==> config.mk <==
export PLATFORM = sky130hd
export DESIGN_NAME = layer5_argmax_flat
export DESIGN_NICKNAME = d
export VERILOG_FILES = /design/src/rtl/layer5_argmax_if.sv /design/src/rtl/layer5_argmax.sv /design/src/flat_wrapper.sv
export SDC_FILE = /design/constraint.sdc
export NUM_CORES = 1
export LEC_CHECK = 0
export ABC_AREA = 1
export BUFFER_PORTS_ARGS = -buffer_cell sky130_fd_sc_hd__buf_4
export CORE_MARGIN = 2
export CORE_UTILIZATION = 25
export DETAILED_ROUTE_END_ITERATION = 12
export MAX_ROUTING_LAYER = met4
export SLEW_MARGIN = 20
export SYNTH_ARGS = -nofsm -noshare
export SYNTH_HDL_FRONTEND = slang
export SYNTH_SLANG_ARGS = --single-unit
==> constraint.sdc <==
create_clock -name clk -period 6.2 [get_ports clk]
set_clock_uncertainty 0.1 [all_clocks]
set_input_delay 0 -clock clk [delete_from_list [all_inputs] [get_ports clk]]
set_output_delay 0 -clock clk [all_outputs]
set_load 0.05 [all_outputs]
==> src/rtl/layer5_argmax_if.sv <==
// Bundles the layer5_argmax logit stream and result bus.
// The slave modport is the argmax block and the master modport is its environment.
interface layer5_argmax_if #(
    parameter int DATA_WIDTH = 32
) ();
    logic                  valid_in;
    logic [DATA_WIDTH-1:0] in_data;
    logic                  out_valid;
    logic [3:0]            digit;
    logic [DATA_WIDTH-1:0] max_score;
    logic [3:0]            runner_up;
    logic [DATA_WIDTH-1:0] margin;
    logic [15:0]           frame_cnt;
    logic                  busy;
    logic                  timeout_err;

    modport master (
        output valid_in, in_data,
        input  out_valid, digit, max_score, runner_up, margin, frame_cnt, busy, timeout_err
    );

    modport slave (
        input  valid_in, in_data,
        output out_valid, digit, max_score, runner_up, margin, frame_cnt, busy, timeout_err
    );
endinterface

==> src/rtl/layer5_argmax.sv <==
// Streaming argmax over one frame of NUM_CLASSES signed logits, tracking best and runner-up.
// Optional macro ARGMAX_TIMEOUT_EN adds an idle-gap abort of partial frames.
module layer5_argmax #(
    parameter int NUM_CLASSES    = 10,
    parameter int DATA_WIDTH     = 32,
    parameter int TIMEOUT_CYCLES = 64
) (
    input  logic              clk,
    input  logic              rst,
    layer5_argmax_if.slave    bus
);
    typedef enum logic {S_IDLE, S_RECV} state_t;

    localparam logic [3:0] LAST_IDX = 4'(NUM_CLASSES - 1);

    state_t                        state_reg, state_next;
    logic [3:0]                    elem_idx_reg, elem_idx_next;
    logic signed [DATA_WIDTH-1:0]  best_reg, best_next;
    logic [3:0]                    best_idx_reg, best_idx_next;
    logic signed [DATA_WIDTH-1:0]  second_reg, second_next;
    logic [3:0]                    second_idx_reg, second_idx_next;
    logic                          second_valid_reg, second_valid_next;
    logic [3:0]                    digit_reg, digit_next;
    logic [DATA_WIDTH-1:0]         max_score_reg, max_score_next;
    logic [3:0]                    runner_up_reg, runner_up_next;
    logic [DATA_WIDTH-1:0]         margin_reg, margin_next;
    logic                          out_valid_reg, out_valid_next;
    logic [15:0]                   frame_cnt_reg, frame_cnt_next;
    logic signed [DATA_WIDTH-1:0]  x;

    assign x = bus.in_data;

`ifdef ARGMAX_TIMEOUT_EN
    localparam int GAP_W = $clog2(TIMEOUT_CYCLES + 1);
    logic [GAP_W-1:0] gap_cnt_reg, gap_cnt_next;
    logic             timeout_err_reg, timeout_err_next;
`endif

    always_comb begin
        state_next        = state_reg;
        elem_idx_next     = elem_idx_reg;
        best_next         = best_reg;
        best_idx_next     = best_idx_reg;
        second_next       = second_reg;
        second_idx_next   = second_idx_reg;
        second_valid_next = second_valid_reg;
        digit_next        = digit_reg;
        max_score_next    = max_score_reg;
        runner_up_next    = runner_up_reg;
        margin_next       = margin_reg;
        out_valid_next    = 1'b0;
        frame_cnt_next    = frame_cnt_reg;
`ifdef ARGMAX_TIMEOUT_EN
        gap_cnt_next      = '0;
        timeout_err_next  = 1'b0;
`endif
        if (bus.valid_in) begin
            if (elem_idx_reg == 4'd0) begin
                best_next         = x;
                best_idx_next     = 4'd0;
                second_valid_next = 1'b0;
            end else if (x > best_reg) begin
                // Strict compare keeps the earliest index on ties.
                second_next       = best_reg;
                second_idx_next   = best_idx_reg;
                second_valid_next = 1'b1;
                best_next         = x;
                best_idx_next     = elem_idx_reg;
            end else if (!second_valid_reg || x > second_reg) begin
                second_next       = x;
                second_idx_next   = elem_idx_reg;
                second_valid_next = 1'b1;
            end

            if (elem_idx_reg == LAST_IDX) begin
                digit_next     = best_idx_next;
                max_score_next = best_next;
                runner_up_next = second_idx_next;
                // best >= second, so the wrapped low bits equal the exact difference.
                margin_next    = best_next - second_next;
                out_valid_next = 1'b1;
                frame_cnt_next = frame_cnt_reg + 16'd1;
                elem_idx_next  = 4'd0;
                state_next     = S_IDLE;
            end else begin
                elem_idx_next  = elem_idx_reg + 4'd1;
                state_next     = S_RECV;
            end
        end
`ifdef ARGMAX_TIMEOUT_EN
        else if (state_reg == S_RECV) begin
            if (gap_cnt_reg == GAP_W'(TIMEOUT_CYCLES - 1)) begin
                state_next       = S_IDLE;
                elem_idx_next    = 4'd0;
                timeout_err_next = 1'b1;
            end else begin
                gap_cnt_next     = gap_cnt_reg + 1'b1;
            end
        end
`endif
    end

    always_ff @(posedge clk) begin
        if (rst) begin
            state_reg        <= S_IDLE;
            elem_idx_reg     <= '0;
            best_reg         <= '0;
            best_idx_reg     <= '0;
            second_reg       <= '0;
            second_idx_reg   <= '0;
            second_valid_reg <= 1'b0;
            digit_reg        <= '0;
            max_score_reg    <= '0;
            runner_up_reg    <= '0;
            margin_reg       <= '0;
            out_valid_reg    <= 1'b0;
            frame_cnt_reg    <= '0;
`ifdef ARGMAX_TIMEOUT_EN
            gap_cnt_reg      <= '0;
            timeout_err_reg  <= 1'b0;
`endif
        end else begin
            state_reg        <= state_next;
            elem_idx_reg     <= elem_idx_next;
            best_reg         <= best_next;
            best_idx_reg     <= best_idx_next;
            second_reg       <= second_next;
            second_idx_reg   <= second_idx_next;
            second_valid_reg <= second_valid_next;
            digit_reg        <= digit_next;
            max_score_reg    <= max_score_next;
            runner_up_reg    <= runner_up_next;
            margin_reg       <= margin_next;
            out_valid_reg    <= out_valid_next;
            frame_cnt_reg    <= frame_cnt_next;
`ifdef ARGMAX_TIMEOUT_EN
            gap_cnt_reg      <= gap_cnt_next;
            timeout_err_reg  <= timeout_err_next;
`endif
        end
    end

    assign bus.out_valid = out_valid_reg;
    assign bus.digit     = digit_reg;
    assign bus.max_score = max_score_reg;
    assign bus.runner_up = runner_up_reg;
    assign bus.margin    = margin_reg;
    assign bus.frame_cnt = frame_cnt_reg;
    assign bus.busy      = (state_reg == S_RECV);
`ifdef ARGMAX_TIMEOUT_EN
    assign bus.timeout_err = timeout_err_reg;
`else
    assign bus.timeout_err = 1'b0;
`endif
endmodule

==> src/flat_wrapper.sv <==
// flat-port wrapper written by rule: the top's interface ports become plain ports
module layer5_argmax_flat 
#(
    parameter int NUM_CLASSES    = 10,
    parameter int DATA_WIDTH     = 32,
    parameter int TIMEOUT_CYCLES = 64
)
  (clk, rst, bus_valid_in, bus_in_data, bus_out_valid, bus_digit, bus_max_score, bus_runner_up, bus_margin, bus_frame_cnt, bus_busy, bus_timeout_err);
  layer5_argmax_if #(.DATA_WIDTH(DATA_WIDTH)) bus_i ();
  input  logic clk;
  input  logic rst;
  input wire logic [$bits(bus_i.valid_in)-1:0] bus_valid_in;
  input wire logic [$bits(bus_i.in_data)-1:0] bus_in_data;
  output wire logic [$bits(bus_i.out_valid)-1:0] bus_out_valid;
  output wire logic [$bits(bus_i.digit)-1:0] bus_digit;
  output wire logic [$bits(bus_i.max_score)-1:0] bus_max_score;
  output wire logic [$bits(bus_i.runner_up)-1:0] bus_runner_up;
  output wire logic [$bits(bus_i.margin)-1:0] bus_margin;
  output wire logic [$bits(bus_i.frame_cnt)-1:0] bus_frame_cnt;
  output wire logic [$bits(bus_i.busy)-1:0] bus_busy;
  output wire logic [$bits(bus_i.timeout_err)-1:0] bus_timeout_err;
  assign bus_i.valid_in = bus_valid_in;
  assign bus_i.in_data = bus_in_data;
  assign bus_out_valid = bus_i.out_valid;
  assign bus_digit = bus_i.digit;
  assign bus_max_score = bus_i.max_score;
  assign bus_runner_up = bus_i.runner_up;
  assign bus_margin = bus_i.margin;
  assign bus_frame_cnt = bus_i.frame_cnt;
  assign bus_busy = bus_i.busy;
  assign bus_timeout_err = bus_i.timeout_err;
  layer5_argmax #(.NUM_CLASSES(NUM_CLASSES), .DATA_WIDTH(DATA_WIDTH), .TIMEOUT_CYCLES(TIMEOUT_CYCLES)) u_core (.clk(clk), .rst(rst), .bus(bus_i));
endmodule
==> results of run 1 <==
[final timing paths]
check	start	to	cells past startpoint
worst max-delay path	u_core.second_reg[31]	u_core.bus.margin[28]	35
worst min-delay path	bus_in_data[18]	u_core.bus.max_score[18]	5
worst max register to register	u_core.second_reg[31]	u_core.bus.margin[28]	35
worst min register to register	u_core.bus.margin[14]	u_core.bus.margin[14]	2
[final cells by class]
cell class | count | area (um2)
inverters | 334 | 1250
fillers | 4708 | 29800
diodes | 1 | 2.50
flip-flops and latches | 167 | 3340
clock buffers | 18 | 439
repair buffers | 154 | 1210
clock inverters | 14 | 231
well taps | 585 | 732
multi-input cells | 1087 | 6050
[metal layers]
metal	wire length, um	global-route usage
met5	0	-
met2	15800	0.255
met4	875	0.0559
met3	1550	0.0254
met1	16600	0.206
[cells in the mapped netlist, types with 2 or more instances]
library cell  number
a22o_1             5
dfxtp_1          167
nand2_2           10
nand3_4            2
nand3_2            7
o21ai_0          267
o21a_1             4
nand2_1          314
clkbuf_1          55
buf_2             10
nor3_1            13
nand2_4            3
o22ai_1            2
nor2_1            64
a21o_1             4
nor3b_1            2
nor4_1             3
xor2_1             7
nor2_2             2
o21bai_2           2
o21ai_1           15
o221ai_1           7
inv_2              4
or2_2              2
o211ai_1           8
a21oi_1          145
nand3_1           67
buf_1              4
ha_1              95
inv_1            329
nand4_1           11
xnor2_1            6
nand3b_1           4
[logic make-up after synthesis]
| family | synth area share |
|---|---|
| AND/OR/NAND/NOR | 0.206 |
| adder cells (fa/ha/maj) | 0.111 |
| flip-flops | 0.306 |
| AO/OA/AOI/OAI | 0.226 |
| other | 0.000343 |
| XOR/XNOR | 0.0104 |
| buffers and inverters | 0.140 |
[through the flow]
step	total power, mW	instances	worst slack [ns]	util	hold WS (ns)
final	3.56	2360	0.686	0.308	-0.00525
after global routing	3.79	2360	0.0875	0.308	0.0364
after CTS	3.59	2359	0.656	0.308	0.00273
after detailed placement	2.31	2306	0.722	0.287	0.265
after global placement	2.30	2306	0.779	0.287	0.266
after floorplan	1.99	1658	1.79	-	0.107
[power by group through the flow]
stage          Sequential (mW)  Clock, mW  Combinational [mW]
6_report                  1.14       1.25                1.17
5_1_grt                   1.15       1.32                1.32
4_1_cts                   1.14       1.28                1.16
3_5_place_dp              1.17          0                1.14
3_3_place_gp              1.16          0                1.13
2_1_floorplan             1.16          0               0.830
[worst register-to-register path: cells and delay by family (launching register included)]
kind	cells	cell delay [ns]
AOI/OAI and AO/OA	8	1.30
buffers and inverters	2	0.11
DFF	1	0.35
and+or+nand+nor	22	2.47
adders and majority gates	3	1.06
[what timing repair did]
| item | 4_1_cts | 5_1_grt |
|---|---|---|
| endpoints found under the hold margin | 38 | 0 |
| setup buffers | 0 | 0 |
| hold buffers | 21 | 0 |
==> flow_metrics.py, run 1 <==
metrics = {
    "pwr": {
        "swShare": 0.369,
        "p_leak_nw": 6.40,
        "p_comb_frac": 0.328,
        "p_clk_frac": 0.351,
        "netSwitchingPower_mw": 1.31,
        "ir_worst_vdd_uv": 200,
        "power_density_nw_per_um2": 268,
        "p_seq_frac": 0.321,
        "power.internal_mw": 2.25,
    },
    "floorplan": {
        "die_w_um": 213,
        "rows": 76,
        "die-area_um2": 45400,
        "pin_count": 126,
        "start_util": 0.253,
        "core_um2": 43100,
        "die_y_um": 213,
    },
    "detailed_routing": {
        "vias": 10867,
        "post_drt_wl_per_cell_um": 14.8,
        "first_pass_iters": 5,
        "routed_wirelength_mm": 34.9,
        "route.detailed.drc": 0,
        "vias_per_cell": 4.60,
        "drtIter0Drc": 611,
        "final_antenna_net_count": 0,
    },
    "placement": {
        "hpwl_mm": 26.2,
        "gp_congestion": 0.905,
        "io_buffers": 124,
        "placed_cell_area_um2": 12400,
    },
    "min_path": {
        "min_path_type": "primary input to flip-flop",
    },
    "synthesis": {
        "synth-main-ff-cell": "dfxtp_1",
        "synthesis.nets": 1789,
        "syn_avg_cell_area_um2": 6.59,
        "yosysTopAreaCell": "dfxtp_1",
        "async_flop_share": 0,
        "synth_enable_flop_cells": 0,
        "yosysUniqueCellTypes": 51,
        "synth_area_um2": 10900,
        "yosys_warnings": 0,
        "ys_seq_elements": 167,
        "synthTopCellsByArea": "dfxtp_1 (31%), o21ai_0 (12%), inv_1 (11%)",
        "synth_top_cell_area_share": 0.306,
        "syn-instance-count": 1658,
        "ys_seq_area_frac": 0.306,
    },
    "grt": {
        "grt_pass1_wl_mm": 55.3,
        "grt_remaining_overflow": 0,
        "first_global_vias": 10417,
        "antenna_found_initial": 1,
        "grt_max_degree": 86,
        "grt_usage": 0.160,
    },
    "worst_setup_path": {
        "rrSetupSlack_ns": 0.69,
        "critical_path.max_stage_delay_ns": 0.43,
        "worstSetupStartpointType": "flip-flop",
        "critical_path_buf_inv_count": 2,
        "cp_common_cell": "nand2_1",
        "crit_family": "simple AND/OR/NAND/NOR gates",
        "crit_type": "flip-flop to flip-flop",
        "crit_fanout": 21,
        "cp-end-kind": "flip-flop",
        "crit_required_ns": 6.43,
        "arrival_ns": 5.74,
        "slowest_stage": "fa_1",
    },
    "outcome": {
        "violations": "hold timing",
        "outcome": "complete, but fails checks",
    },
    "cells_and_area": {
        "layout_commonest_cell": "inv_1",
        "final_nets": 1892,
        "drive_above_1_share": 0.118,
        "syn_to_final_growth_pct": 21.5,
        "final_cell_area_um2": 13300,
        "most-common-layout-cells": "inv_1 (327), nand2_1 (314), o21ai_0 (267), dfxtp_1 (167), a21oi_1 (145)",
    },
    "clocking": {
        "clk_pin_slew_worst_paths_ns": 0.07,
        "clk_latency_ns": 0.45,
        "cts_tree": "done",
        "cts-htree-levels": 4,
        "cts.sinks": 167,
        "cts_buffer_depth": 2,
        "numCtsBuffers": 17,
        "root_buffer": "clkbuf_16",
        "cts-resized-gates": 0,
    },
    "timing": {
        "max_slew_margin": 0.363,
        "whs_ns": -0.00525,
        "fin_crit_ns": 5.51,
        "rsz0062_at_grt": "false",
        "tns_ns": 0,
        "maxSlewViolCount": 0,
        "fin_crit_sh": 0.889,
        "max_freq_mhz": 181,
        "finalHoldViolCount": 1,
        "tightest_slew_ns": 0.956,
        "finalSetupViolCount": 0,
    },
    "flow_run": {
        "drv_cap": 0,
    },
}
No activity file was read; power rests on OpenSTA's default activity.
==> inputs of run 2 (changes only) <==
--- a/config.mk
+++ b/config.mk
@@ -10,7 +10,6 @@
 export CORE_MARGIN = 2
 export CORE_UTILIZATION = 25
 export DETAILED_ROUTE_END_ITERATION = 12
-export MAX_ROUTING_LAYER = met4
 export SLEW_MARGIN = 20
 export SYNTH_ARGS = -nofsm -noshare
 export SYNTH_HDL_FRONTEND = slang
==> flow_metrics.py, run 2 (synthesis gave the netlist of run 1 again) <==
metrics = {
    "cells_and_area": {
        "layout_commonest_cell": "inv_1",
        "drive_above_1_share": 0.118,
        "final_nets": 1895,
        "fillers": 4690,
        "final_cell_area_um2": 13200,
        "syn_to_final_growth_pct": 21.0,
        "most-common-layout-cells": "inv_1 (327), nand2_1 (314), o21ai_0 (267), dfxtp_1 (167), a21oi_1 (145)",
    },
    "worst_setup_path": {
        "critical_path.max_stage_delay_ns": 0.42,
        "r2r-end": "u_core.bus.margin[28]",
        "crit_family": "simple AND/OR/NAND/NOR gates",
        "cp_common_cell": "nand2_1",
        "cp-end-kind": "flip-flop",
        "arrival_ns": 5.75,
        "rrSetupSlack_ns": 0.69,
        "crit_required_ns": 6.44,
        "crit_fanout": 18,
        "critical_path_cell_count": 35,
        "worstRegToRegCells": 35,
        "crit_type": "flip-flop to flip-flop",
        "critical_path_buf_inv_count": 2,
        "worstSetupStartpointType": "flip-flop",
        "slowest_stage": "fa_1",
        "r2r-start": "u_core.second_reg[31]",
    },
    "detailed_routing": {
        "vias_per_cell": 4.56,
        "first_pass_iters": 5,
        "route.detailed.drc": 0,
        "drtIter0Drc": 758,
        "post_drt_wl_per_cell_um": 14.6,
        "routed_wirelength_mm": 34.5,
        "vias": 10777,
        "final_antenna_net_count": 0,
    },
    "timing": {
        "tightest_slew_ns": 0.942,
        "tns_ns": 0,
        "setup_slack_ns": 0.689,
        "finalHoldViolCount": 0,
        "maxSlewViolCount": 0,
        "fin_crit_ns": 5.51,
        "finalSetupViolCount": 0,
        "whs_ns": 0.00720,
        "max_freq_mhz": 181,
        "fin_crit_sh": 0.889,
        "rsz0062_at_grt": "false",
        "max_slew_margin": 0.372,
    },
    "floorplan": {
        "core_um2": 43100,
        "die_w_um": 213,
        "die_y_um": 213,
        "die-area_um2": 45400,
        "pin_count": 126,
        "start_util": 0.253,
        "rows": 76,
    },
    "clocking": {
        "numCtsBuffers": 17,
        "root_buffer": "clkbuf_16",
        "clk_latency_ns": 0.45,
        "cts-htree-levels": 4,
        "cts_tree": "done",
        "clk_pin_slew_worst_paths_ns": 0.07,
        "cts.sinks": 167,
        "cts_buffer_depth": 2,
    },
    "grt": {
        "grt_usage": 0.155,
        "antenna_found_initial": 3,
        "grt_max_degree": 86,
        "first_global_vias": 10503,
        "grt_remaining_overflow": 0,
        "grt_pass1_wl_mm": 55.2,
    },
    "min_path": {
        "hold_depth": 5,
        "holdPathEnd": "u_core.bus.max_score[20]",
        "min_from": "bus_in_data[20]",
        "min_path_type": "primary input to flip-flop",
    },
    "pwr": {
        "power_density_nw_per_um2": 258,
        "p_leak_nw": 6.37,
        "ir_worst_vdd_uv": 206,
    },
    "placement": {
        "hpwl_mm": 25.9,
        "gp_congestion": 0.917,
        "place_ws_ns": 0.772,
        "placed_cell_area_um2": 12400,
        "io_buffers": 124,
    },
    "flow_run": {
        "drv_cap": 0,
    },
    "outcome": {
        "outcome": "complete, no violations",
    },
}
[run 2: cell count changes in the layout (fill, tap and decap cells not counted), sizes merged]
cell,previous run,this run
clkbuf,18,19
clkinv,2,3
bufinv,5,2
diode,1,2
dlygate4sd3,21,23
inv,340,338
clkinvlp,1,3
buf,133,134
[run 2: area by class of cell]
cell class	count	area, um2	share of cell area
multi-input cells	1087	6050	0.458
flip-flops and latches	167	3340	0.253
inverters	334	1250	0.0950
repair buffers	157	1240	0.0936
well taps	585	732	0.0554
clock buffers	19	443	0.0335
clock inverters	12	143	0.0108
diodes	2	5.00	0.000379
[run 2: how the worst max path moves through the flow]
stage / start / end / slack [ns]
global placement: u_core.second_reg[31] / u_core.bus.margin[28] / 0.79
floorplan: u_core.best_reg[25] / u_core.bus.margin[28] / 1.79
detailed placement: u_core.second_reg[31] / u_core.bus.margin[28] / 0.77
finish: u_core.second_reg[31] / u_core.bus.margin[28] / 0.69
global route: u_core.second_reg[31] / u_core.bus.margin[28] / 0.15
CTS: u_core.second_reg[31] / u_core.bus.margin[28] / 0.73
[run 2: power by group]
group / internal, mW / switching [mW] / total, mW
Combinational: 0.392 / 0.768 / 1.16
Clock: 0.609 / 0.495 / 1.10
Sequential: 1.12 / 0.0261 / 1.14
[run 2: tightest hold or removal path, cell delays in order]
cell     delay [ns]
buf_4          0.12
inv_1          0.06
nand2_1        0.05
o21ai_0        0.17
o21ai_0        0.10
[run 2: through the flow]
stage / util / power [mW] / cells
finish: 0.307 / 3.41 / 2363
global route: 0.306 / 3.64 / 2361
CTS: 0.306 / 3.43 / 2361
detailed placement: 0.288 / 2.30 / 2307
global placement: 0.288 / 2.29 / 2307
floorplan: - / 1.99 / 1658
[run 2: routing by layer]
metal | global-route usage | part of all wire | vias to the layer above
met5 | 0 | 0.00023 | -
met4 | 0.0547 | 0.025 | 2
met3 | 0.0300 | 0.051 | 44
met2 | 0.254 | 0.45 | 255
met1 | 0.203 | 0.47 | 4894
li1 | - | - | 5582
[run 2: timing repair]
item,4_1_cts,5_1_grt
resized for setup,0,0
endpoints found under the hold margin,38,0
endpoints found under the setup margin,0,0
buffers inserted,0,0
hold buffers,23,0
